`config.mk`:
```
export PLATFORM = sky130hd
export DESIGN_NAME = mem_access
export DESIGN_NICKNAME = d
export VERILOG_FILES = /design/src/rtl/mem_access_pkg.sv /design/src/rtl/mem_access_wb.sv /design/src/rtl/mem_access.sv
export SDC_FILE = /design/constraint.sdc
export NUM_CORES = 1
export LEC_CHECK = 0
export ABC_AREA = 1
export BUFFER_PORTS_ARGS = -buffer_cell sky130_fd_sc_hd__buf_2
export CAP_MARGIN = 5
export CORE_MARGIN = 10
export CORE_UTILIZATION = 48
export DETAILED_ROUTE_END_ITERATION = 8
export PLACE_DENSITY = 0.85
export SYNTH_ARGS = -nofsm -noshare
export SYNTH_HDL_FRONTEND = slang
export SYNTH_SLANG_ARGS = --single-unit
```
`constraint.sdc`:
```
create_clock -name clk -period 1.3 [get_ports clk]
set_input_delay 0.065 -clock clk [delete_from_list [all_inputs] [get_ports clk]]
set_output_delay 0.065 -clock clk [all_outputs]
set_load 0.02 [all_outputs]
```
`src/rtl/mem_access_pkg.sv`:
```
// ---------------------------------------------------------------------------
// mem_access_pkg : shared MEM-stage types, FSM encoding and timeout limit
// Rev 1.0
// ---------------------------------------------------------------------------
`default_nettype none

package mem_access_pkg;

  localparam int unsigned c_REG_W  = 5;
  localparam int unsigned c_DATA_W = 32;
  localparam int unsigned c_TO_W   = 8;

  localparam logic [c_TO_W-1:0] c_TIMEOUT_LIMIT = 8'd255;

  typedef logic [0:0] state_t;
  localparam state_t c_ST_IDLE = 1'b0;
  localparam state_t c_ST_WAIT = 1'b1;

  typedef struct packed {
    logic                regWrite;
    logic                memToReg;
    logic [c_DATA_W-1:0] aluResult;
    logic [c_DATA_W-1:0] readData;
    logic [c_REG_W-1:0]  writeReg;
  } memwb_t;

endpackage

`default_nettype wire

```
`src/rtl/mem_access_wb.sv`:
```
// ---------------------------------------------------------------------------
// mem_wb : MEM/WB pipeline register; bubble clears the control bits
// Rev 1.0
// ---------------------------------------------------------------------------
`default_nettype none

module mem_wb
  import mem_access_pkg::*;
(
  input  logic   clk,
  input  logic   rst_n,
  input  logic   bubble,
  input  logic   load,
  input  memwb_t i_d,
  output memwb_t o_q
);

  memwb_t r_q;

  // Data fields are don't-care under a bubble, so they simply hold.
  always_ff @(posedge clk or negedge rst_n) begin
    if (!rst_n) begin
      r_q <= '0;
    end else if (bubble) begin
      r_q.regWrite <= 1'b0;
      r_q.memToReg <= 1'b0;
    end else if (load) begin
      r_q <= i_d;
    end
  end

  assign o_q = r_q;

endmodule

`default_nettype wire

```
`src/rtl/mem_access.sv`:
```
// ---------------------------------------------------------------------------
// mem_access : MEM stage data-memory handshake FSM with MEM/WB register.
// Optional access timeout with sticky memErr under MEM_ACCESS_TIMEOUT_EN.
// Rev 1.0
// ---------------------------------------------------------------------------
`default_nettype none

module mem_access
  import mem_access_pkg::*;
(
  input  logic        clk,
  input  logic        rst_n,
  input  logic        regWrite_MEM,
  input  logic        memToReg_MEM,
  input  logic        memWrite_MEM,
  input  logic        enable_MEM,
  input  logic        regRead_MEM,
  input  logic        Frwrd3_MEM,
  input  logic [31:0] ALUresult_MEM,
  input  logic [4:0]  writeReg_MEM,
  input  logic [31:0] editData_MEM,
  input  logic [31:0] fwdData_WB,
  input  logic [31:0] dmem_rdata,
  input  logic        dmem_ack,
  output logic        dmem_req,
  output logic        dmem_we,
  output logic [31:0] dmem_addr,
  output logic [31:0] dmem_wdata,
  output logic        stall_MEM,
  output logic        regWrite_WB,
  output logic        memToReg_WB,
  output logic [31:0] ALUresult_WB,
  output logic [31:0] readData_WB,
  output logic [4:0]  writeReg_WB,
  output logic        memErr
);

  state_t r_state;
  state_t w_next_state;

  logic w_accept, w_ack, w_timeout, w_stall, w_bubble, w_load;

  logic        r_dmem_req, r_dmem_we;
  logic [31:0] r_dmem_addr, r_dmem_wdata;

  logic        r_regWrite, r_memToReg, r_memWrite;
  logic [31:0] r_aluResult;
  logic [4:0]  r_writeReg;

  memwb_t w_wb_d, w_wb_q;

  // regRead_MEM is consumed by hazard logic elsewhere, never by this FSM.
  logic w_unused_regread;
  assign w_unused_regread = regRead_MEM;

  always_ff @(posedge clk or negedge rst_n) begin
    if (!rst_n) r_state <= c_ST_IDLE;
    else        r_state <= w_next_state;
  end

  always_comb begin
    w_next_state = r_state;
    case (r_state)
      c_ST_IDLE: if (enable_MEM)           w_next_state = c_ST_WAIT;
      c_ST_WAIT: if (dmem_ack || w_timeout) w_next_state = c_ST_IDLE;
      default:                              w_next_state = c_ST_IDLE;
    endcase
  end

  always_comb begin
    w_accept = (r_state == c_ST_IDLE) && enable_MEM;
    w_ack    = (r_state == c_ST_WAIT) && dmem_ack;
    w_stall  = w_accept || ((r_state == c_ST_WAIT) && !dmem_ack && !w_timeout);
    w_bubble = w_stall || w_timeout;
    w_load   = w_ack || ((r_state == c_ST_IDLE) && !enable_MEM);
    w_wb_d   = '0;
    if (w_ack) begin
      w_wb_d.regWrite  = r_regWrite;
      w_wb_d.memToReg  = r_memToReg;
      w_wb_d.aluResult = r_aluResult;
      w_wb_d.writeReg  = r_writeReg;
      w_wb_d.readData  = r_memWrite ? 32'h0 : dmem_rdata;
    end else begin
      w_wb_d.regWrite  = regWrite_MEM;
      w_wb_d.memToReg  = memToReg_MEM;
      w_wb_d.aluResult = ALUresult_MEM;
      w_wb_d.writeReg  = writeReg_MEM;
    end
  end

  // Request signals are held from the accept edge until the ack edge.
  always_ff @(posedge clk or negedge rst_n) begin
    if (!rst_n) begin
      r_dmem_req   <= 1'b0;
      r_dmem_we    <= 1'b0;
      r_dmem_addr  <= '0;
      r_dmem_wdata <= '0;
    end else if (w_accept) begin
      r_dmem_req   <= 1'b1;
      r_dmem_we    <= memWrite_MEM;
      r_dmem_addr  <= {ALUresult_MEM[31:2], 2'b00};
      r_dmem_wdata <= Frwrd3_MEM ? fwdData_WB : editData_MEM;
    end else if (w_ack || w_timeout) begin
      r_dmem_req   <= 1'b0;
    end
  end

  always_ff @(posedge clk or negedge rst_n) begin
    if (!rst_n) begin
      r_regWrite  <= 1'b0;
      r_memToReg  <= 1'b0;
      r_memWrite  <= 1'b0;
      r_aluResult <= '0;
      r_writeReg  <= '0;
    end else if (w_accept) begin
      r_regWrite  <= regWrite_MEM;
      r_memToReg  <= memToReg_MEM;
      r_memWrite  <= memWrite_MEM;
      r_aluResult <= ALUresult_MEM;
      r_writeReg  <= writeReg_MEM;
    end
  end

`ifdef MEM_ACCESS_TIMEOUT_EN
  logic [c_TO_W-1:0] r_to_cnt;
  logic              r_memErr;

  always_ff @(posedge clk or negedge rst_n) begin
    if (!rst_n) begin
      r_to_cnt <= '0;
      r_memErr <= 1'b0;
    end else begin
      if (w_accept)
        r_to_cnt <= '0;
      else if ((r_state == c_ST_WAIT) && !dmem_ack)
        r_to_cnt <= r_to_cnt + 1'b1;
      if (w_timeout)
        r_memErr <= 1'b1;
    end
  end

  assign w_timeout = (r_state == c_ST_WAIT) && !dmem_ack && (r_to_cnt == c_TIMEOUT_LIMIT);
  assign memErr    = r_memErr;
`else
  assign w_timeout = 1'b0;
  assign memErr    = 1'b0;
`endif

  mem_wb u_mem_wb (
    .clk    (clk),
    .rst_n  (rst_n),
    .bubble (w_bubble),
    .load   (w_load),
    .i_d    (w_wb_d),
    .o_q    (w_wb_q)
  );

  assign stall_MEM    = w_stall;
  assign dmem_req     = r_dmem_req;
  assign dmem_we      = r_dmem_we;
  assign dmem_addr    = r_dmem_addr;
  assign dmem_wdata   = r_dmem_wdata;
  assign regWrite_WB  = w_wb_q.regWrite;
  assign memToReg_WB  = w_wb_q.memToReg;
  assign ALUresult_WB = w_wb_q.aluResult;
  assign readData_WB  = w_wb_q.readData;
  assign writeReg_WB  = w_wb_q.writeReg;

endmodule

`default_nettype wire

```
==> qor.yml <==
run_status:
  status: "complete, but fails checks"
  violations: "setup timing"
run:
  drv_cap: 0
placement:
  placed_cell_area_sq_um: 8240
  hpwl_microns: 15100
  place_ws_ns: -0.0493
  place_congestion: 0.785
  portBuffers: 276
drt:
  avgRoutedWirePerCell_microns: 18.6
  firstDrtPassIters: 6
  vias_per_cell: 5.19
  ant_nets: 0
  routed_wl_microns: 27400
  drtIter0Drc: 660
  drc_errors: 0
  vias: 7652
final_layout:
  drive_gt1_frac: 0.304
  register_area_sq_um: 3630
  multi_input_area_sq_um: 2580
  area.growth.synth_to_final_pct: 57.2
  n_fill_cell: 840
  nets: 1421
  fin_area_sq_um: 10600
pwr:
  leakage_nw: 6.14
  ir_drop_mv: 0.926
  power_mw: 16.9
  pwr_density_cell_nw_per_um2: 1590
sta:
  hold_viol: 0
  post-route-period-util: 1.06
  period_needed_ns: 1.38
  fin_worst_skew_ns: 0.00638
  max_freq_ghz: 0.725
  setup_viol: 102
  finalWorstSetupSlack_ns: -0.0786
  slew_viol_final: 0
  fin_tns_setup_ns: -3.37
  rsz0062_at_grt: "true"
clock_tree:
  cts.clk_slew.worst_paths_ns: 0.06
  numCtsBuffers: 17
  clkLatencyLatePin_ns: 0.42
  clockBufferDepth: 2
  root_buffer: "clkbuf_16"
  cts_tree: "yes"
  cts_sinks: 145
  cts_max_level: 4
global_routing:
  gr-usage-all-layers: 0.260
  grt_overflow: 0
  grt_antenna_before_repair: 2
  grt_pass1_wl_microns: 41000
  first_global_vias: 7694
  grt_max_degree: 65
floorplan:
  die_area_sq_um: 19200
  design.core.area_sq_um: 13800
  rows: 43
  initial_utilization: 0.488
  die_w_microns: 139
  ioPinCount: 281
  die_h_microns: 139
setup_path:
  critPathKind: "reg2reg"
  path_cells: "nand2_4 > buf_6 > buf_6 > nor2_4 > buf_12 > nand2_2 > nand2_2"
  setup.worst_path.end_class: "flip-flop"
  critPathLaunchType: "flip-flop"
  crit_required_ns: 1.65
  cp_max_fo: 8
  cpPeakStageDelay_ns: 0.41
  slowest_stage: "dfrtp_2"
  worstPathArrival_ns: 1.73
synth:
  postSynthCellCount: 885
  ys_ff_latch: 145
  ys_seq_area_frac: 0.537
  ys.warnings.count: 0
  yosys-top-cells-area: "dfrtp_1 54%, nand2_1 28%, nand3_1 5.6%"
  synth_area_leader_cell: "dfrtp_1"
  yosys.cell_types.count: 15
  post-synth-top-area-fraction: 0.537
  avgSynthCellArea_sq_um: 7.63
  syn-cell-area_sq_um: 6750
hold_path:
  hp-class: "in2reg"
==> cell usage after synthesis <==
master,number
buf_1,1
buf_2,25
buf_4,45
clkbuf_1,15
conb_1,1
dfrtp_1,145
inv_1,36
inv_2,2
nand2_1,500
nand2_2,1
nand3_1,76
nor2_1,4
nor2_2,1
nor2_4,1
o21ai_0,32
==> area by class of cell <==
| cell class | instances | share of cell area |
|---|---|---|
| Tap cell | 180 | 0.0212 |
| Clock buffer | 20 | 0.0440 |
| Sequential cell | 145 | 0.342 |
| Clock inverter | 12 | 0.0124 |
| Inverter | 38 | 0.0139 |
| Multi-Input combinational cell | 618 | 0.243 |
| Timing Repair Buffer | 459 | 0.324 |
| Antenna cell | 2 | 0.000471 |
==> repair_timing <==
action                                 CTS  global route
pin swaps                                3            22
endpoints found under the hold margin  287             0
setup endpoints to repair               56           140
gates cloned                             0            12
resized for setup                        7            39
hold buffers                           132             0
buffers inserted                         5             2
==> kinds of logic (layout without fill, tap and decap cells) <==
| family | count (synthesis) | count (layout) | synth area share |
|---|---|---|---|
| buf+inv | 124 | 529 | 0.0986 |
| compound gates | 32 | 32 | 0.0237 |
| simple gates | 583 | 583 | 0.340 |
| flops | 145 | 145 | 0.537 |
| other cells | 1 | 5 | 0.000555 |
==> final timing paths <==
| kind | from | end | slack [ns] | cells past startpoint |
|---|---|---|---|---|
| max reg2reg | r_state | u_mem_wb.o_q[20] | -0.08 | 7 |
| min in group asynchronous | rst_n | r_aluResult[3] | 0.11 | 2 |
| max | r_state | u_mem_wb.o_q[20] | -0.08 | 7 |
| max in group asynchronous | rst_n | r_aluResult[27] | 0.62 | 3 |
| min reg2reg | u_mem_wb.o_q[14] | u_mem_wb.o_q[14] | 0.47 | 2 |
| min | editData_MEM[26] | dmem_wdata[26] | 0.02 | 5 |
==> stage by stage <==
stage	util	hold slack, ns	instances
floorplan	-	-0.231	887
global placement	0.596	-0.0152	1289
detailed placement	0.596	-0.0143	1289
CTS	0.739	0.00334	1458
global route	0.768	0.0537	1474
finish	0.768	0.0238	1474
==> where the power goes <==
group	internal [mW]	switching, mW
registers	5.54	0.696
clock network	2.98	1.97
logic	2.13	3.54
total	10.6	6.21
==> layout by cell type (no fill, tap or decap), drive strengths merged <==
cell	count
buf	318
bufinv	2
clkbuf	29
clkinv	5
clkinvlp	4
conb	3
dfrtp	145
diode	2
dlygate4sd3	132
inv	39
nand2	501
nand3	76
nor2	6
o21ai	32
==> registers in the layout, summed over array words and instances, names as in the netlist, 5 cells and up <==
name          flops
r_aluResult      32
dmem_wdata       32
u_mem_wb.o_q     71
r_writeReg        5
==> critical path: cells and delay by family (launching register included) <==
family / cells / cell delay, ns
simple gates: 4 / 0.46
buf+inv: 3 / 0.43
flops: 1 / 0.41
==> metal layers <==
layer,track usage,share of wire
met3,0.0863,0.11
met2,0.422,0.49
met4,0.132,0.039
met5,0,0
met1,0.300,0.36
(Power assumes the default switching activity.)
